--- src/rtl/uart_pkg.sv ---
// Shared definitions for the memory-mapped UART.
//   UART_ADDR    : base address of the UART register pair (002h/003h)
//   RX_HEAD      : upper byte returned with the received byte
//   STATUS_HEAD  : upper byte returned with the status word
//   uart_state_t : frame state shared by the TX and RX state machines
package uart_pkg;

  localparam logic [9:0] UART_ADDR   = 10'h002;
  localparam logic [7:0] RX_HEAD     = 8'hfe;
  localparam logic [7:0] STATUS_HEAD = 8'hfd;

  typedef enum logic [1:0] {IDLE, START, DATA, STOP} uart_state_t;

endpackage

--- src/rtl/uart_mmio_if.sv ---
// CPU data-bus bundle seen by the UART responder.
//   mem_addr : CPU address
//   mem_wr   : one-cycle write strobe
//   wr_data  : write data (low byte is the TX byte)
//   rd_data  : registered read data
//   rd_sel   : registered "previous address hit this block"
// master = CPU side, slave = UART side.
interface uart_mmio_if #(
  parameter int ADDR_WIDTH = 10
);
  logic [ADDR_WIDTH-1:0] mem_addr;
  logic                  mem_wr;
  logic [15:0]           wr_data;
  logic [15:0]           rd_data;
  logic                  rd_sel;

  modport master (output mem_addr, mem_wr, wr_data, input rd_data, rd_sel);
  modport slave  (input mem_addr, mem_wr, wr_data, output rd_data, rd_sel);
endinterface

--- src/rtl/uart_rx_core.sv ---
// 8N1 UART receiver: 2-flop synchroniser, start-edge detect, mid-bit sampling.
//   clk, rst : system clock, asynchronous active-high reset
//   rx       : serial input, asynchronous to clk
//   data     : last shifted byte (valid when valid pulses)
//   valid    : one-cycle pulse, good stop bit seen
//   ferr     : one-cycle pulse, stop bit was 0 (byte discarded)
module uart_rx_core
  import uart_pkg::*;
#(
  parameter int CLKS_PER_BIT = 217
) (
  input  logic       clk,
  input  logic       rst,
  input  logic       rx,
  output logic [7:0] data,
  output logic       valid,
  output logic       ferr
);

  localparam int CW = $clog2(CLKS_PER_BIT);
  localparam logic [CW-1:0] BIT_LAST  = CW'(CLKS_PER_BIT - 1);
  localparam logic [CW-1:0] HALF_LAST = CW'(CLKS_PER_BIT / 2 - 1);

  logic        rx_meta, rx_sync, rx_prev;
  uart_state_t state;
  logic [CW-1:0] cnt;
  logic [2:0]  bit_idx;
  logic [7:0]  shift;

  assign data = shift;

  // Synchroniser plus one extra flop so a falling edge needs the line to have
  // been high first; this also re-arms only after the line returns high.
  always_ff @(posedge clk or posedge rst) begin
    if (rst) begin
      rx_meta <= 1'b1;
      rx_sync <= 1'b1;
      rx_prev <= 1'b1;
    end else begin
      rx_meta <= rx;
      rx_sync <= rx_meta;
      rx_prev <= rx_sync;
    end
  end

  always_ff @(posedge clk or posedge rst) begin
    if (rst) begin
      state   <= IDLE;
      cnt     <= '0;
      bit_idx <= '0;
      shift   <= '0;
      valid   <= 1'b0;
      ferr    <= 1'b0;
    end else begin
      valid <= 1'b0;
      ferr  <= 1'b0;
      case (state)
        IDLE: begin
          if (rx_prev && !rx_sync) begin
            cnt   <= HALF_LAST;
            state <= START;
          end
        end
        START: begin
          if (cnt == '0) begin
            // A line back high at mid start bit is a glitch.
            if (!rx_sync) begin
              cnt     <= BIT_LAST;
              bit_idx <= '0;
              state   <= DATA;
            end else begin
              state <= IDLE;
            end
          end else begin
            cnt <= cnt - 1'b1;
          end
        end
        DATA: begin
          if (cnt == '0) begin
            shift <= {rx_sync, shift[7:1]};
            cnt   <= BIT_LAST;
            if (bit_idx == 3'd7) state <= STOP;
            else bit_idx <= bit_idx + 1'b1;
          end else begin
            cnt <= cnt - 1'b1;
          end
        end
        STOP: begin
          if (cnt == '0) begin
            if (rx_sync) valid <= 1'b1;
            else ferr <= 1'b1;
            state <= IDLE;
          end else begin
            cnt <= cnt - 1'b1;
          end
        end
        default: state <= IDLE;
      endcase
    end
  end

endmodule

--- src/rtl/uart_mmio.sv ---
// Memory-mapped UART responder at 002h-003h on the CPU data bus.
// Writes push the low byte into a TX FIFO that is serialised 8N1 LSB first;
// reads return {fe, last received byte}.
// Optional build macro UART_MMIO_STATUS_EN: 003h returns
// {fd, 4'b0, rx_new, rx_ferr, tx_full, tx_empty}.
//   clk, rst : system clock, asynchronous active-high reset
//   bus      : uart_mmio_if.slave (mem_addr, mem_wr, wr_data, rd_data, rd_sel)
//   uart_tx  : registered serial output, idle high
//   uart_rx  : serial input
//   tx_busy  : FIFO non-empty or shifter active
module uart_mmio
  import uart_pkg::*;
#(
  parameter int ADDR_WIDTH    = 10,
  parameter int CLKS_PER_BIT  = 217,
  parameter int TX_FIFO_DEPTH = 8
) (
  input  logic        clk,
  input  logic        rst,
  uart_mmio_if.slave  bus,
  output logic        uart_tx,
  input  logic        uart_rx,
  output logic        tx_busy
);

  localparam int CW = $clog2(CLKS_PER_BIT);
  localparam int AW = $clog2(TX_FIFO_DEPTH);
  localparam logic [CW-1:0] BIT_LAST = CW'(CLKS_PER_BIT - 1);
  localparam logic [ADDR_WIDTH-1:0] BASE = ADDR_WIDTH'(UART_ADDR);

  logic        hit, push, pop, full, empty;
  logic [AW:0] wptr, rptr;
  logic [7:0]  fifo_mem [TX_FIFO_DEPTH];
  logic [7:0]  head;

  uart_state_t tx_state;
  logic [CW-1:0] tx_cnt;
  logic [2:0]  tx_bit;
  logic [7:0]  tx_shift;

  logic [7:0]  rx_byte, rx_data;
  logic        rx_valid, rx_ferr_pulse;
  logic [15:0] rd_word;

  assign hit   = bus.mem_addr[ADDR_WIDTH-1:1] == BASE[ADDR_WIDTH-1:1];
  assign empty = wptr == rptr;
  assign full  = (wptr[AW] != rptr[AW]) && (wptr[AW-1:0] == rptr[AW-1:0]);
  assign head  = fifo_mem[rptr[AW-1:0]];
  // The shifter loads from IDLE or straight out of the last stop-bit cycle,
  // so queued bytes go out with no idle gap.
  assign pop   = !empty && ((tx_state == IDLE) || (tx_state == STOP && tx_cnt == '0));
  // A pop in the same cycle frees a slot, so a write to a full FIFO still lands.
  assign push  = bus.mem_wr && hit && (!full || pop);
  assign tx_busy = !empty || (tx_state != IDLE);

  always_ff @(posedge clk) begin
    if (push) fifo_mem[wptr[AW-1:0]] <= bus.wr_data[7:0];
  end

  always_ff @(posedge clk or posedge rst) begin
    if (rst) begin
      wptr <= '0;
      rptr <= '0;
    end else begin
      if (push) wptr <= wptr + 1'b1;
      if (pop)  rptr <= rptr + 1'b1;
    end
  end

  always_ff @(posedge clk or posedge rst) begin
    if (rst) begin
      tx_state <= IDLE;
      tx_cnt   <= '0;
      tx_bit   <= '0;
      tx_shift <= '0;
      uart_tx  <= 1'b1;
    end else begin
      case (tx_state)
        IDLE: begin
          if (pop) begin
            tx_shift <= head;
            tx_cnt   <= BIT_LAST;
            uart_tx  <= 1'b0;
            tx_state <= START;
          end
        end
        START: begin
          if (tx_cnt == '0) begin
            tx_cnt   <= BIT_LAST;
            tx_bit   <= '0;
            uart_tx  <= tx_shift[0];
            tx_shift <= {1'b0, tx_shift[7:1]};
            tx_state <= DATA;
          end else begin
            tx_cnt <= tx_cnt - 1'b1;
          end
        end
        DATA: begin
          if (tx_cnt == '0) begin
            tx_cnt <= BIT_LAST;
            if (tx_bit == 3'd7) begin
              uart_tx  <= 1'b1;
              tx_state <= STOP;
            end else begin
              tx_bit   <= tx_bit + 1'b1;
              uart_tx  <= tx_shift[0];
              tx_shift <= {1'b0, tx_shift[7:1]};
            end
          end else begin
            tx_cnt <= tx_cnt - 1'b1;
          end
        end
        STOP: begin
          if (tx_cnt == '0) begin
            if (pop) begin
              tx_shift <= head;
              tx_cnt   <= BIT_LAST;
              uart_tx  <= 1'b0;
              tx_state <= START;
            end else begin
              tx_state <= IDLE;
            end
          end else begin
            tx_cnt <= tx_cnt - 1'b1;
          end
        end
        default: tx_state <= IDLE;
      endcase
    end
  end

  uart_rx_core #(.CLKS_PER_BIT(CLKS_PER_BIT)) u_rx (
    .clk   (clk),
    .rst   (rst),
    .rx    (uart_rx),
    .data  (rx_data),
    .valid (rx_valid),
    .ferr  (rx_ferr_pulse)
  );

`ifdef UART_MMIO_STATUS_EN
  logic rx_new, rx_ferr, cpu_read;

  assign cpu_read = hit && !bus.mem_wr;
  assign rd_word  = bus.mem_addr[0] ? {STATUS_HEAD, 4'b0, rx_new, rx_ferr, full, empty}
                                    : {RX_HEAD, rx_byte};

  // Setting beats clearing so a byte arriving during a read is not lost.
  always_ff @(posedge clk or posedge rst) begin
    if (rst) begin
      rx_new  <= 1'b0;
      rx_ferr <= 1'b0;
    end else begin
      if (rx_valid) rx_new <= 1'b1;
      else if (cpu_read && !bus.mem_addr[0]) rx_new <= 1'b0;
      if (rx_ferr_pulse) rx_ferr <= 1'b1;
      else if (cpu_read && bus.mem_addr[0]) rx_ferr <= 1'b0;
    end
  end
`else
  logic unused_status;

  assign rd_word       = {RX_HEAD, rx_byte};
  assign unused_status = &{1'b0, rx_ferr_pulse};
`endif

  // A read in the same cycle as an RX completion returns the old byte.
  always_ff @(posedge clk or posedge rst) begin
    if (rst) begin
      bus.rd_data <= '0;
      bus.rd_sel  <= 1'b0;
      rx_byte     <= '0;
    end else begin
      bus.rd_sel <= hit;
      if (hit) bus.rd_data <= rd_word;
      if (rx_valid) rx_byte <= rx_data;
    end
  end

endmodule

--- src/flat_wrapper.sv ---
// flat-port wrapper written by rule: the top's interface ports become plain ports
module uart_mmio_flat import uart_pkg::*;
#(
  parameter int ADDR_WIDTH    = 10,
  parameter int CLKS_PER_BIT  = 217,
  parameter int TX_FIFO_DEPTH = 8
)
  (clk, rst, uart_tx, uart_rx, tx_busy, bus_mem_addr, bus_mem_wr, bus_wr_data, bus_rd_data, bus_rd_sel);
  uart_mmio_if #(.ADDR_WIDTH(ADDR_WIDTH)) bus_i ();
  input  logic clk;
  input  logic rst;
  output logic uart_tx;
  input  logic uart_rx;
  output logic tx_busy;
  input wire logic [$bits(bus_i.mem_addr)-1:0] bus_mem_addr;
  input wire logic [$bits(bus_i.mem_wr)-1:0] bus_mem_wr;
  input wire logic [$bits(bus_i.wr_data)-1:0] bus_wr_data;
  output wire logic [$bits(bus_i.rd_data)-1:0] bus_rd_data;
  output wire logic [$bits(bus_i.rd_sel)-1:0] bus_rd_sel;
  assign bus_i.mem_addr = bus_mem_addr;
  assign bus_i.mem_wr = bus_mem_wr;
  assign bus_i.wr_data = bus_wr_data;
  assign bus_rd_data = bus_i.rd_data;
  assign bus_rd_sel = bus_i.rd_sel;
  uart_mmio #(.ADDR_WIDTH(ADDR_WIDTH), .CLKS_PER_BIT(CLKS_PER_BIT), .TX_FIFO_DEPTH(TX_FIFO_DEPTH)) u_core (.clk(clk), .rst(rst), .bus(bus_i), .uart_tx(uart_tx), .uart_rx(uart_rx), .tx_busy(tx_busy));
endmodule
--- config.mk ---
export PLATFORM = sky130hd
export DESIGN_NAME = uart_mmio_flat
export DESIGN_NICKNAME = d
export VERILOG_FILES = /design/src/rtl/uart_pkg.sv /design/src/rtl/uart_mmio_if.sv /design/src/rtl/uart_rx_core.sv /design/src/rtl/uart_mmio.sv /design/src/flat_wrapper.sv
export SDC_FILE = /design/constraint.sdc
export NUM_CORES = 1
export LEC_CHECK = 0
export BUFFER_PORTS_ARGS = -buffer_cell sky130_fd_sc_hd__buf_2
export CAP_MARGIN = 20
export CORE_ASPECT_RATIO = 1.75
export CORE_MARGIN = 5
export CORE_UTILIZATION = 55
export DETAILED_ROUTE_END_ITERATION = 10
export MAX_ROUTING_LAYER = met4
export PLACE_DENSITY = 0.85
export SKIP_CTS_REPAIR_TIMING = 1
export SLEW_MARGIN = 20
export SYNTH_ARGS = -nofsm -noshare
export SYNTH_HDL_FRONTEND = slang
export SYNTH_SLANG_ARGS = --single-unit
--- constraint.sdc ---
create_clock -name clk -period 3.65 [get_ports clk]
set_clock_uncertainty 0.2 [all_clocks]
set_input_delay 0.5475 -clock clk [delete_from_list [all_inputs] [get_ports clk]]
set_output_delay 0.5475 -clock clk [all_outputs]
set_load 0.05 [all_outputs]
==> metrics.txt, run 1 <==
# TYPE chip_impl_metric gauge
chip_impl_info{name="cp-end-kind",value="flip-flop"} 1
chip_impl_metric{name="stdcell_area",unit="um^2"} 7200
chip_impl_metric{name="syn-num-nets",unit=""} 536
chip_impl_metric{name="tns",unit="ns"} 0
chip_impl_metric{name="final.min_clock_period",unit="ns"} 2.90
chip_impl_metric{name="antenna_found_initial",unit=""} 0
chip_impl_metric{name="synth-seq-cells",unit=""} 137
chip_impl_info{name="clk_root_buffer_cell",value="sky130_fd_sc_hd__clkbuf_16"} 1
chip_impl_metric{name="area_growth_syn_to_layout",unit="%"} 14.3
chip_impl_metric{name="critical_path_peak_fanout",unit=""} 7
chip_impl_metric{name="timing.final.max_slew_violations",unit=""} 0
chip_impl_metric{name="synthesis.area_per_instance",unit="um^2"} 12.9
chip_impl_metric{name="final_setup_fails",unit=""} 0
chip_impl_metric{name="fp.dieH",unit="um"} 152
chip_impl_metric{name="drc",unit=""} 0
chip_impl_metric{name="globalRouteOverflowTotal",unit=""} 0
chip_impl_metric{name="clkLatencyLatePin",unit="ns"} 0.41
chip_impl_metric{name="cts.sinks",unit=""} 137
chip_impl_metric{name="routedWlPerCell",unit="um"} 18.1
chip_impl_metric{name="number_of_enable_type_register_cells_in_the_synthesized_netlist",unit=""} 64
chip_impl_metric{name="port_buffers",unit=""} 38
chip_impl_metric{name="fin_nets",unit=""} 577
chip_impl_metric{name="grt_start_max_net_pins",unit=""} 74
chip_impl_metric{name="total_leakage_power",unit="nW"} 2.99
chip_impl_metric{name="drt_first_iter_violations",unit=""} 297
chip_impl_info{name="routed.top_layer",value="met4"} 1
chip_impl_metric{name="seqPwrFrac",unit="%"} 34.5
chip_impl_metric{name="std_cell_rows",unit=""} 51
chip_impl_metric{name="async_flop_share",unit="%"} 53.3
chip_impl_metric{name="yosys.cell_types.count",unit=""} 63
chip_impl_info{name="worst-setup-path-type",value="flip-flop to flip-flop"} 1
chip_impl_metric{name="vdd.ir_drop.worst",unit="mV"} 0.499
chip_impl_metric{name="clock_power_share",unit="%"} 29.7
chip_impl_metric{name="tritoncts.num_buffers",unit=""} 17
chip_impl_metric{name="antenna-diode-count",unit=""} 0
chip_impl_metric{name="swShare",unit="%"} 35.5
chip_impl_metric{name="grt_usage",unit="%"} 19.5
chip_impl_metric{name="met3_wire_length",unit="um"} 641
chip_impl_metric{name="switching_power",unit="mW"} 2.08
chip_impl_metric{name="worst_ep_arrival_time",unit="ns"} 2.81
chip_impl_metric{name="detailroute.via_count",unit=""} 4062
chip_impl_metric{name="cap_viol_max_count",unit=""} 0
chip_impl_metric{name="wl_met2",unit="um"} 6630
chip_impl_metric{name="boundaryPins",unit=""} 49
chip_impl_metric{name="power_per_cell_area",unit="nW/um^2"} 811
chip_impl_metric{name="number_of_global_route_vias_before_repair",unit=""} 4234
chip_impl_metric{name="synth_cells",unit=""} 487
chip_impl_metric{name="fp.dieW",unit="um"} 90.9
chip_impl_metric{name="detail_route.vias_per_cell",unit=""} 6.04
chip_impl_info{name="clock_tree_from_tritoncts",value="yes"} 1
chip_impl_metric{name="internal_power",unit="mW"} 3.76
chip_impl_metric{name="synthesis.yosys.warnings",unit=""} 0
chip_impl_metric{name="floorplan.die_area",unit="um^2"} 13800
chip_impl_metric{name="maxClockFrequency",unit="MHz"} 345
chip_impl_info{name="critical_path.startpoint_type",value="flip-flop"} 1
chip_impl_metric{name="clk_path_buf_depth",unit=""} 2
chip_impl_metric{name="proportion_of_power_drawn_by_combinational_gates",unit="%"} 35.7
chip_impl_metric{name="wire_length_of_the_first_global_routing_pass",unit="um"} 20300
chip_impl_metric{name="post_route_cells_drive_above_1_share",unit="%"} 24.0
chip_impl_metric{name="ant_nets",unit=""} 0
chip_impl_metric{name="synth_seq_area_share",unit="%"} 59.6
chip_impl_metric{name="worst_slew_margin_rel",unit="%"} 59.4
chip_impl_metric{name="cell_area_placed",unit="um^2"} 6600
chip_impl_metric{name="synth_area",unit="um^2"} 6300
chip_impl_metric{name="floorplan.core_area",unit="um^2"} 11200
chip_impl_metric{name="worst-slew-pin-transition",unit="ns"} 0.605
chip_impl_metric{name="gp_congestion",unit=""} 0.874
chip_impl_metric{name="initial_core_util",unit="%"} 56.4
chip_impl_info{name="grt_setup_unrepaired",value="no"} 1
chip_impl_metric{name="cts-htree-levels",unit=""} 4
chip_impl_metric{name="wl_met1",unit="um"} 4610
chip_impl_metric{name="detail_route.wirelength",unit="um"} 12200
chip_impl_metric{name="firstDrtPassIters",unit=""} 5
chip_impl_metric{name="nFillCells",unit=""} 778
chip_impl_metric{name="cp.required",unit="ns"} 3.56
chip_impl_info{name="most_common_flop_cell_mapped_by_yosys",value="sky130_fd_sc_hd__dfrtp_1"} 1
chip_impl_metric{name="fin_crit_sh",unit="%"} 79.4
chip_impl_metric{name="place.detailed.hpwl",unit="um"} 8240
chip_impl_metric{name="path_clk_slew",unit="ns"} 0.06
chip_impl_metric{name="timing.final.hold_violations",unit=""} 0
chip_impl_info{name="outcome",value="complete, no violations"} 1
chip_impl_info{name="min-delay-path-class",value="input port to async pin"} 1
[cell usage after synthesis, drive strengths merged (16+ instances only)]
cell / number / area [um^2]
nor2: 27 / 104
mux4: 16 / 360
buf: 17 / 124
nor3: 30 / 160
mux2: 20 / 225
o21ai: 16 / 91.3
a21oi: 17 / 85.1
inv: 22 / 82.6
ha: 19 / 238
edfxtp: 64 / 1920
dfrtp: 69 / 1730
nand2: 41 / 154
[layout by cell type (no fill, tap or decap), types with 4 or more instances in the layout]
cell,netlist,final
sky130_fd_sc_hd__mux2_2,20,20
sky130_fd_sc_hd__edfxtp_1,64,64
sky130_fd_sc_hd__nand3_1,6,6
sky130_fd_sc_hd__mux4_2,16,16
sky130_fd_sc_hd__nand2_1,41,41
sky130_fd_sc_hd__xnor2_1,6,6
sky130_fd_sc_hd__nor2_1,26,26
sky130_fd_sc_hd__ha_1,19,19
sky130_fd_sc_hd__inv_1,22,21
sky130_fd_sc_hd__o21ai_0,12,12
sky130_fd_sc_hd__nor3_1,28,28
sky130_fd_sc_hd__clkbuf_16,0,17
sky130_fd_sc_hd__buf_2,6,38
sky130_fd_sc_hd__a21oi_1,17,17
sky130_fd_sc_hd__a211oi_1,5,5
sky130_fd_sc_hd__nor4_1,5,5
sky130_fd_sc_hd__xor2_1,5,5
sky130_fd_sc_hd__or3_1,5,5
sky130_fd_sc_hd__a311oi_1,4,4
sky130_fd_sc_hd__mux2i_1,10,10
sky130_fd_sc_hd__nand2b_1,4,4
sky130_fd_sc_hd__and3_1,8,8
sky130_fd_sc_hd__o22ai_1,13,13
sky130_fd_sc_hd__clkinvlp_4,0,4
sky130_fd_sc_hd__buf_4,8,12
sky130_fd_sc_hd__dfrtp_1,69,69
sky130_fd_sc_hd__dfstp_2,4,4
[layout make-up]
cell class                      count  area (um^2)  area share [%]
Timing Repair Buffer               51          300            4.17
Tap cell                          132          165            2.29
Multi-Input combinational cell    298         2290            31.8
Clock inverter                     12          166            2.31
Inverter                           23         86.3            1.20
Sequential cell                   137         3750            52.1
Clock buffer                       20          437            6.06
[through the flow]
step | worst slack (ns) | hold slack [ns] | power, mW | util (%) | cells
after floorplan | 0.701 | 0.145 | 3.70 | - | 487
after global placement | 0.851 | 0.148 | 3.98 | 59.1 | 641
after detailed placement | 0.718 | 0.148 | 4.09 | 59.1 | 641
after CTS | 0.735 | 0.0199 | 5.85 | 64.5 | 673
after global routing | 0.529 | 0.0174 | 6.17 | 64.5 | 673
final | 0.750 | 0.0132 | 5.84 | 64.5 | 673
[kinds of logic after synthesis]
kind of cell,count (synthesis),share of synthesized area (%)
XOR/XNOR,11,1.53
other,1,0.0595
adder cells (fa/ha/maj),19,3.77
multiplexers,46,10.9
AND/OR/NAND/NOR,138,11.0
buffers and inverters,52,4.05
AO/OA/AOI/OAI,83,9.13
flip-flops,137,59.6
[sequential cells by signal (all words and copies together), names as in the netlist, 2 cells and up, named ones only]
name and flops:
u_core.u_rx.data 8, u_core.bus.rd_data 9, u_core.tx_cnt 8, u_core.tx_bit 3
u_core.u_rx.bit_idx 3, u_core.fifo_mem 64, u_core.rptr 4, u_core.tx_shift 8
u_core.tx_state 2, u_core.rx_byte 8, u_core.wptr 4, u_core.u_rx.cnt 8
[power by group through the flow]
| stage | logic, mW | clock network, mW | registers, mW |
|---|---|---|---|
| after floorplan | 1.71 | 0 | 1.99 |
| after global placement | 1.96 | 0 | 2.02 |
| after detailed placement | 2.05 | 0 | 2.03 |
| after CTS | 2.08 | 1.76 | 2.01 |
| after global routing | 2.30 | 1.83 | 2.04 |
| final | 2.09 | 1.74 | 2.02 |
[layer usage]
metal	global-route usage, %	vias to the layer above
met2	33.9	140
met3	4.45	28
met5	-	-
met1	20.5	2004
li1	-	1890
met4	10.6	0
[worst max-delay path, cell delays in order, from the launching register on]
cell,delay [ns]
sky130_fd_sc_hd__dfrtp_1,0.41
sky130_fd_sc_hd__inv_1,0.09
sky130_fd_sc_hd__ha_1,0.24
sky130_fd_sc_hd__nor4b_2,0.51
sky130_fd_sc_hd__a211oi_1,0.25
sky130_fd_sc_hd__a211o_1,0.39
sky130_fd_sc_hd__nor2_1,0.27
sky130_fd_sc_hd__buf_4,0.25
[final timing paths]
| kind | from | end | slack, ns | cells after the start |
|---|---|---|---|---|
| setup / recovery | u_core.tx_cnt[0] | u_core.fifo_mem[7][7] | 0.75 | 7 |
| hold / removal | rst | u_core.bus.rd_data[2] | 0.01 | 3 |
| setup reg to reg | u_core.tx_cnt[0] | u_core.fifo_mem[7][7] | 0.75 | 7 |
| hold reg to reg | u_core.u_rx.rx_meta | u_core.u_rx.rx_sync | 0.16 | 0 |
| max in group asynchronous | rst | u_core.uart_tx | 2.90 | 3 |
| min in group clk | uart_rx | u_core.u_rx.rx_meta | 0.04 | 1 |
No activity file was read; power rests on OpenSTA's default activity.
==> run 2, diff against run 1 <==
--- a/config.mk
+++ b/config.mk
@@ -5,14 +5,15 @@
 export SDC_FILE = /design/constraint.sdc
 export NUM_CORES = 1
 export LEC_CHECK = 0
+export ABC_AREA = 1
 export BUFFER_PORTS_ARGS = -buffer_cell sky130_fd_sc_hd__buf_2
 export CAP_MARGIN = 20
 export CORE_ASPECT_RATIO = 1.75
 export CORE_MARGIN = 5
-export CORE_UTILIZATION = 55
+export CORE_UTILIZATION = 54
 export DETAILED_ROUTE_END_ITERATION = 10
 export MAX_ROUTING_LAYER = met4
-export PLACE_DENSITY = 0.85
+export PLACE_DENSITY = 0.87
 export SKIP_CTS_REPAIR_TIMING = 1
 export SLEW_MARGIN = 20
 export SYNTH_ARGS = -nofsm -noshare
==> constraint.sdc (replaced) <==
create_clock -name clk -period 2.66 [get_ports clk]
set_clock_uncertainty 0.2 [all_clocks]
set_input_delay 0.399 -clock clk [delete_from_list [all_inputs] [get_ports clk]]
set_output_delay 0.399 -clock clk [all_outputs]
set_load 0.05 [all_outputs]
==> run 2 against run 1 <==
Compared with the run above: critical path depth shrank 1; power grew 37%; via count grew 20%.
==> metrics.txt, run 2 <==
# TYPE chip_impl_metric gauge
chip_impl_metric{name="number_of_global_route_vias_before_repair",unit=""} 4924
chip_impl_metric{name="final_setup_fails",unit=""} 0
chip_impl_metric{name="final_core_utilization",unit="%"} 63.0
chip_impl_info{name="synth_top_cells_by_count",value="sky130_fd_sc_hd__nand2_1, sky130_fd_sc_hd__inv_1, sky130_fd_sc_hd__dfrtp_1, sky130_fd_sc_hd__nor2_1, sky130_fd_sc_hd__edfxtp_1"} 1
chip_impl_info{name="regToRegEndpoint",value="u_core.fifo_mem[6][1]"} 1
chip_impl_info{name="cp-end-kind",value="output pin"} 1
chip_impl_metric{name="firstDrtPassIters",unit=""} 5
chip_impl_info{name="worst-setup-path-type",value="flip-flop to output pin"} 1
chip_impl_metric{name="total_leakage_power",unit="nW"} 3.56
chip_impl_info{name="critPathSlowestCell",value="sky130_fd_sc_hd__dfrtp_1"} 1
chip_impl_info{name="outcome",value="complete, no violations"} 1
chip_impl_metric{name="cts.sinks",unit=""} 137
chip_impl_metric{name="clk_path_buf_depth",unit=""} 2
chip_impl_metric{name="worst_slew_margin_rel",unit="%"} 64.9
chip_impl_metric{name="grt_usage",unit="%"} 20.8
chip_impl_info{name="most_common_flop_cell_mapped_by_yosys",value="sky130_fd_sc_hd__dfrtp_1"} 1
chip_impl_metric{name="detail_route.wirelength",unit="um"} 13600
chip_impl_info{name="clock_tree_from_tritoncts",value="yes"} 1
chip_impl_metric{name="floorplan.core_area",unit="um^2"} 12000
chip_impl_metric{name="area_growth_syn_to_layout",unit="%"} 14.5
chip_impl_metric{name="cell_area_placed",unit="um^2"} 6990
chip_impl_metric{name="cts-htree-levels",unit=""} 4
chip_impl_metric{name="power.total",unit="mW"} 7.98
chip_impl_metric{name="worst_ep_arrival_time",unit="ns"} 1.94
chip_impl_metric{name="drt_first_iter_violations",unit=""} 241
chip_impl_metric{name="vdd.ir_drop.worst",unit="mV"} 0.584
chip_impl_metric{name="power_per_cell_area",unit="nW/um^2"} 1050
chip_impl_metric{name="stdcell_area",unit="um^2"} 7560
chip_impl_metric{name="critical_path_peak_fanout",unit=""} 8
chip_impl_metric{name="gp_congestion",unit=""} 0.910
chip_impl_info{name="largest_cells_by_area_after_synthesis",value="sky130_fd_sc_hd__edfxtp_1, sky130_fd_sc_hd__dfrtp_1, sky130_fd_sc_hd__nand2_1"} 1
chip_impl_metric{name="detail_route.vias_per_cell",unit=""} 5.17
chip_impl_metric{name="initial_core_util",unit="%"} 55.0
chip_impl_metric{name="routedWlPerCell",unit="um"} 14.5
chip_impl_info{name="post-synth-top-area-cell",value="sky130_fd_sc_hd__edfxtp_1"} 1
chip_impl_metric{name="fp.dieH",unit="um"} 156
chip_impl_metric{name="fin_worst_hold_slack",unit="ns"} 0.0612
chip_impl_metric{name="grt_start_max_net_pins",unit=""} 74
chip_impl_metric{name="synthesis.area_per_instance",unit="um^2"} 9.29
chip_impl_metric{name="fin_crit_sh",unit="%"} 95.4
chip_impl_metric{name="port_buffers",unit=""} 38
chip_impl_metric{name="std_cell_rows",unit=""} 53
chip_impl_metric{name="maxClockFrequency",unit="MHz"} 394
chip_impl_info{name="clk_root_buffer_cell",value="sky130_fd_sc_hd__clkbuf_16"} 1
chip_impl_info{name="timing.critical_path.cells",value="xor2_2, nor2_4, nand2_4, nor2_1, inv_1, buf_2"} 1
chip_impl_metric{name="antenna-diode-count",unit=""} 0
chip_impl_metric{name="antenna_found_initial",unit=""} 0
chip_impl_metric{name="yosys.cell_types.count",unit=""} 41
chip_impl_metric{name="synth_area",unit="um^2"} 6610
chip_impl_metric{name="tritoncts.num_buffers",unit=""} 17
chip_impl_info{name="most-common-layout-cells",value="sky130_fd_sc_hd__nand2_1, sky130_fd_sc_hd__inv_1, sky130_fd_sc_hd__dfrtp_1, sky130_fd_sc_hd__nor2_1, sky130_fd_sc_hd__edfxtp_1"} 1
chip_impl_metric{name="boundaryPins",unit=""} 49
chip_impl_metric{name="syn-num-nets",unit=""} 760
chip_impl_metric{name="ant_nets",unit=""} 0
chip_impl_metric{name="path_clk_slew",unit="ns"} 0.06
chip_impl_metric{name="synth_cells",unit=""} 711
chip_impl_metric{name="async_flop_share",unit="%"} 53.3
chip_impl_metric{name="nFillCells",unit=""} 917
chip_impl_info{name="min_from",value="bus_mem_addr[9]"} 1
chip_impl_metric{name="worst-slew-pin-transition",unit="ns"} 0.526
chip_impl_metric{name="cp.required",unit="ns"} 2.06
chip_impl_metric{name="timing.final.max_slew_violations",unit=""} 0
chip_impl_info{name="critical_path.startpoint_type",value="flip-flop"} 1
chip_impl_metric{name="fin_nets",unit=""} 811
chip_impl_metric{name="synth_seq_area_share",unit="%"} 56.8
chip_impl_info{name="synthMostInstantiatedCell",value="sky130_fd_sc_hd__nand2_1"} 1
chip_impl_metric{name="final.min_clock_period",unit="ns"} 2.54
chip_impl_metric{name="synth-seq-cells",unit=""} 137
chip_impl_metric{name="synthDominantCellAreaShare",unit="%"} 29.1
chip_impl_metric{name="tns",unit="ns"} 0
chip_impl_metric{name="globalRouteOverflowTotal",unit=""} 0
chip_impl_metric{name="synthesis.yosys.warnings",unit=""} 0
chip_impl_metric{name="r2r_cells",unit=""} 11
chip_impl_metric{name="largest_reg_flops",unit=""} 64
chip_impl_metric{name="ff2ff_setup_slack",unit="ns"} 0.31
chip_impl_metric{name="floorplan.die_area",unit="um^2"} 14600
chip_impl_metric{name="holdPathStages",unit=""} 3
chip_impl_metric{name="place.detailed.hpwl",unit="um"} 9130
chip_impl_info{name="grt_setup_unrepaired",value="no"} 1
chip_impl_metric{name="fp.dieW",unit="um"} 93.6
chip_impl_metric{name="timing.final.hold_violations",unit=""} 0
chip_impl_info{name="min-delay-path-class",value="input port to flip-flop"} 1
chip_impl_metric{name="drc",unit=""} 0
chip_impl_info{name="commonest_non_fill_non_tap_cell_in_the_layout",value="sky130_fd_sc_hd__nand2_1"} 1
chip_impl_metric{name="detailroute.via_count",unit=""} 4862
chip_impl_metric{name="clkLatencyLatePin",unit="ns"} 0.42
chip_impl_metric{name="cap_viol_max_count",unit=""} 0
chip_impl_metric{name="critical-path-max-stage-delay",unit="ns"} 0.53
chip_impl_metric{name="number_of_enable_type_register_cells_in_the_synthesized_netlist",unit=""} 64
chip_impl_metric{name="sequential_cell_area",unit="um^2"} 3750
chip_impl_info{name="capture_endpoint_of_the_worst_hold_path",value="u_core.bus.rd_sel"} 1
chip_impl_info{name="crit-reg2reg-launch",value="u_core.tx_cnt[0]"} 1
chip_impl_metric{name="wire_length_of_the_first_global_routing_pass",unit="um"} 22700
chip_impl_metric{name="post_route_cells_drive_above_1_share",unit="%"} 16.9
chip_impl_metric{name="multi_input_comb_area",unit="um^2"} 2360
## run 2: worst max path at each step
stage	start	to	depth (start not counted)	slack (ns)
floorplan	rst	async pin	1	0.21
global placement	u_core.tx_cnt[0]	u_core.fifo_mem[2][3]	11	0.43
detailed placement	u_core.tx_cnt[0]	u_core.fifo_mem[6][0]	11	0.34
CTS	u_core.rptr[1]	tx_busy	6	0.12
global route	u_core.rptr[1]	tx_busy	6	0.07
finish	u_core.rptr[1]	tx_busy	6	0.12
## run 2: cells by family (layout without fill, tap and decap cells)
| kind of cell | after synthesis | after routing | synth area share, % |
|---|---|---|---|
| multiplexers | 7 | 7 | 1.19 |
| XOR/XNOR | 11 | 11 | 1.57 |
| AO/OA/AOI/OAI | 68 | 68 | 5.51 |
| buffers and inverters | 117 | 181 | 7.42 |
| AND/OR/NAND/NOR | 351 | 351 | 23.8 |
| adder cells (fa/ha/maj) | 19 | 19 | 3.60 |
| flip-flops | 137 | 137 | 56.8 |
| other | 1 | 1 | 0.0568 |
## run 2: layout make-up
cell class                 instances  area share [%]
sequential                       137            49.6
clock buffer                      17            5.62
tap                              165            2.73
multi-input combinational        457            31.2
timing repair buffer              54            4.33
inverter                          95            4.71
clock inverter                    15            1.74
## run 2: report_power, final
| part | switching, mW | total [mW] | internal (mW) |
|---|---|---|---|
| Sequential | 0.222 | 2.71 | 2.49 |
| Clock | 0.972 | 2.19 | 1.22 |
| Combinational | 2.08 | 3.07 | 0.987 |
## run 2: metrics by stage
step                cells  setup WS, ns
floorplan             711         0.214
global placement      906         0.430
detailed placement    906         0.344
CTS                   938         0.121
global route          940        0.0732
finish                940         0.122
## run 2: worst max-delay path, delay by kind of cell (launching register included)
family	cells	cell delay, ns
buf+inv	2	0.27
xor+xnor	1	0.25
flops	1	0.53
simple gates	3	0.46
## run 2: routing by layer
layer  up-vias  GRT usage [%]  wire length (um)
li1       2389              -                 -
met1      2290           20.3              4780
met2       143           37.9              7660
met3        40           4.28               608
met4         0           10.9               551
met5         -              -                 0
==> run 3, diff against run 2 <==
--- a/config.mk
+++ b/config.mk
@@ -8,12 +8,14 @@
 export ABC_AREA = 1
 export BUFFER_PORTS_ARGS = -buffer_cell sky130_fd_sc_hd__buf_2
 export CAP_MARGIN = 20
+export CELL_PAD_IN_SITES_DETAIL_PLACEMENT = 0
+export CELL_PAD_IN_SITES_GLOBAL_PLACEMENT = 1
 export CORE_ASPECT_RATIO = 1.75
 export CORE_MARGIN = 5
-export CORE_UTILIZATION = 54
+export CORE_UTILIZATION = 42
 export DETAILED_ROUTE_END_ITERATION = 10
 export MAX_ROUTING_LAYER = met4
-export PLACE_DENSITY = 0.87
+export PLACE_DENSITY = 0.81
 export SKIP_CTS_REPAIR_TIMING = 1
 export SLEW_MARGIN = 20
 export SYNTH_ARGS = -nofsm -noshare
==> run 3 against run 2 <==
Compared with the run above: die area rose by 26%; routed wire length rose by 3.2%; global-route usage fell by 4.2 points; maximum frequency rose by 3.3%; sequential power barely moved; register-to-register slack improved by 0.05 ns; core utilization fell by 13 points; worst hold slack improved by 0.0037 ns; clock-buffer cell count rose by 1; final cell count rose by 2.3%; cell area rose by 0.76%; critical path type unchanged.
==> metrics.txt, run 3 (synthesis results as in run 2) <==
# TYPE chip_impl_metric gauge
chip_impl_metric{name="gp_congestion",unit=""} 0.880
chip_impl_metric{name="worst_slew_margin_rel",unit="%"} 61.6
chip_impl_info{name="critical_path.startpoint",value="u_core.rptr[1]"} 1
chip_impl_metric{name="grt_start_max_net_pins",unit=""} 38
chip_impl_metric{name="fp.dieH",unit="um"} 176
chip_impl_info{name="worst-setup-path-type",value="flip-flop to output pin"} 1
chip_impl_metric{name="firstDrtPassIters",unit=""} 4
chip_impl_metric{name="area_growth_syn_to_layout",unit="%"} 15.4
chip_impl_info{name="grt_setup_unrepaired",value="no"} 1
chip_impl_metric{name="timing.final.hold_violations",unit=""} 0
chip_impl_metric{name="critical_path_peak_fanout",unit=""} 8
chip_impl_metric{name="fin_crit_sh",unit="%"} 92.3
chip_impl_metric{name="grt_usage",unit="%"} 16.6
chip_impl_metric{name="clkLatencyLatePin",unit="ns"} 0.42
chip_impl_metric{name="fin_nets",unit=""} 812
chip_impl_metric{name="drt_first_iter_violations",unit=""} 233
chip_impl_metric{name="detail_route.vias_per_cell",unit=""} 5.01
chip_impl_metric{name="std_cell_rows",unit=""} 60
chip_impl_info{name="regToRegEndpoint",value="u_core.fifo_mem[4][1]"} 1
chip_impl_info{name="min_from",value="bus_mem_addr[7]"} 1
chip_impl_metric{name="clock_power_share",unit="%"} 28.8
chip_impl_metric{name="boundaryPins",unit=""} 49
chip_impl_metric{name="postLayoutSetupSlackWorst",unit="ns"} 0.204
chip_impl_metric{name="tritoncts.num_buffers",unit=""} 17
chip_impl_metric{name="floorplan.die_area",unit="um^2"} 18400
chip_impl_metric{name="port_buffers",unit=""} 38
chip_impl_metric{name="timing.final.max_slew_violations",unit=""} 0
chip_impl_metric{name="clk_path_buf_depth",unit=""} 2
chip_impl_info{name="outcome",value="complete, no violations"} 1
chip_impl_metric{name="ff2ff_setup_slack",unit="ns"} 0.36
chip_impl_metric{name="antenna_found_initial",unit=""} 0
chip_impl_metric{name="place.detailed.hpwl",unit="um"} 9860
chip_impl_info{name="clk_root_buffer_cell",value="sky130_fd_sc_hd__clkbuf_16"} 1
chip_impl_metric{name="worst_ep_arrival_time",unit="ns"} 1.86
chip_impl_info{name="commonest_non_fill_non_tap_cell_in_the_layout",value="sky130_fd_sc_hd__nand2_1"} 1
chip_impl_metric{name="path_clk_slew",unit="ns"} 0.06
chip_impl_metric{name="swShare",unit="%"} 40.4
chip_impl_metric{name="initial_core_util",unit="%"} 42.9
chip_impl_metric{name="detail_route.wirelength",unit="um"} 14000
chip_impl_metric{name="number_of_global_route_vias_before_repair",unit=""} 5122
chip_impl_metric{name="post_route_cells_drive_above_1_share",unit="%"} 16.9
chip_impl_metric{name="drc",unit=""} 0
chip_impl_info{name="worstSetupEndpoint",value="tx_busy"} 1
chip_impl_metric{name="worst-slew-pin-transition",unit="ns"} 0.575
chip_impl_metric{name="tns",unit="ns"} 0
chip_impl_metric{name="cts-htree-levels",unit=""} 4
chip_impl_metric{name="cp.required",unit="ns"} 2.06
chip_impl_metric{name="switching_power",unit="mW"} 3.26
chip_impl_metric{name="final_setup_fails",unit=""} 0
chip_impl_metric{name="r2r_cells",unit=""} 11
chip_impl_metric{name="cts.sinks",unit=""} 137
chip_impl_info{name="cp-end-kind",value="output pin"} 1
chip_impl_metric{name="vdd.ir_drop.worst",unit="mV"} 0.635
chip_impl_info{name="min-delay-path-class",value="input port to flip-flop"} 1
chip_impl_metric{name="routedWlPerCell",unit="um"} 14.6
chip_impl_metric{name="proportion_of_power_drawn_by_combinational_gates",unit="%"} 37.7
chip_impl_metric{name="globalRouteOverflowTotal",unit=""} 0
chip_impl_metric{name="maxClockFrequency",unit="MHz"} 407
chip_impl_info{name="most-common-layout-cells",value="sky130_fd_sc_hd__nand2_1, sky130_fd_sc_hd__inv_1, sky130_fd_sc_hd__dfrtp_1, sky130_fd_sc_hd__nor2_1, sky130_fd_sc_hd__edfxtp_1"} 1
chip_impl_metric{name="seqPwrFrac",unit="%"} 33.5
chip_impl_metric{name="internal_power",unit="mW"} 4.80
chip_impl_metric{name="floorplan.core_area",unit="um^2"} 15400
chip_impl_metric{name="cap_viol_max_count",unit=""} 0
chip_impl_metric{name="detailroute.via_count",unit=""} 4818
chip_impl_metric{name="total_leakage_power",unit="nW"} 3.57
chip_impl_metric{name="final.min_clock_period",unit="ns"} 2.46
chip_impl_metric{name="largest_reg_flops",unit=""} 64
chip_impl_info{name="crit-reg2reg-launch",value="u_core.tx_cnt[0]"} 1
chip_impl_metric{name="preCtsSetupSlack",unit="ns"} 0.366
chip_impl_metric{name="fp.dieW",unit="um"} 105
chip_impl_metric{name="ant_nets",unit=""} 0
chip_impl_metric{name="wire_length_of_the_first_global_routing_pass",unit="um"} 23900
chip_impl_metric{name="antenna-diode-count",unit=""} 0
chip_impl_info{name="critical_path.startpoint_type",value="flip-flop"} 1
chip_impl_info{name="clock_tree_from_tritoncts",value="yes"} 1
chip_impl_metric{name="power_per_cell_area",unit="nW/um^2"} 1060
## run 3: worst max-delay path, cell delays in order (launching register included)
cell and delay [ns]:
sky130_fd_sc_hd__dfrtp_1 0.51, sky130_fd_sc_hd__xor2_2 0.24, sky130_fd_sc_hd__nor2_4 0.13, sky130_fd_sc_hd__nand2_4 0.10, sky130_fd_sc_hd__nor2_1 0.19, sky130_fd_sc_hd__inv_1 0.05
sky130_fd_sc_hd__buf_2 0.21
## run 3: power groups by stage
stage | combinational [mW] | sequential, mW | clock (mW)
after floorplan | 2.33 | 2.69 | 0
after global placement | 2.96 | 2.72 | 0
after detailed placement | 3.05 | 2.74 | 0
after CTS | 3.07 | 2.70 | 2.37
after global routing | 3.46 | 2.73 | 2.46
final | 3.04 | 2.70 | 2.32
## run 3: through the flow
| step | std cells | util (%) | hold WS [ns] | instance area, um^2 | power [mW] |
|---|---|---|---|---|---|
| CTS | 960 | 49.4 | -0.254 | 7600 | 8.13 |
| global route | 962 | 49.5 | 0.0660 | 7620 | 8.65 |
| global placement | 928 | 45.6 | 0.147 | 7020 | 5.68 |
| detailed placement | 928 | 45.6 | 0.149 | 7020 | 5.79 |
| finish | 962 | 49.5 | 0.0649 | 7620 | 8.06 |
| floorplan | 711 | - | 0.145 | 6610 | 5.02 |
## run 3: cell type report
class / count / area [um^2]
clock inverters: 14 / 151
flip-flops and latches: 137 / 3750
fillers: 1370 / 7770
inverters: 95 / 357
clock buffers: 18 / 429
well taps: 186 / 233
repair buffers: 55 / 335
multi-input cells: 457 / 2360
## run 3: per-layer routing
layer	share of wire [%]	track usage (%)	up-vias
li1	-	-	2390
met5	0	-	-
met4	4.1	8.96	0
met1	37	15.9	2316
met2	57	30.8	82
met3	2.4	3.05	30
## run 3: how the worst min path moves through the flow
| stage | end | slack (ns) | depth (start not counted) |
|---|---|---|---|
| floorplan | u_core.u_rx.rx_sync | 0.15 | 0 |
| global placement | u_core.u_rx.rx_sync | 0.15 | 0 |
| detailed placement | u_core.u_rx.rx_sync | 0.15 | 0 |
| CTS | u_core.u_rx.bit_idx[1] | -0.25 | 2 |
| global route | u_core.bus.rd_sel | 0.07 | 3 |
| finish | u_core.bus.rd_sel | 0.06 | 3 |
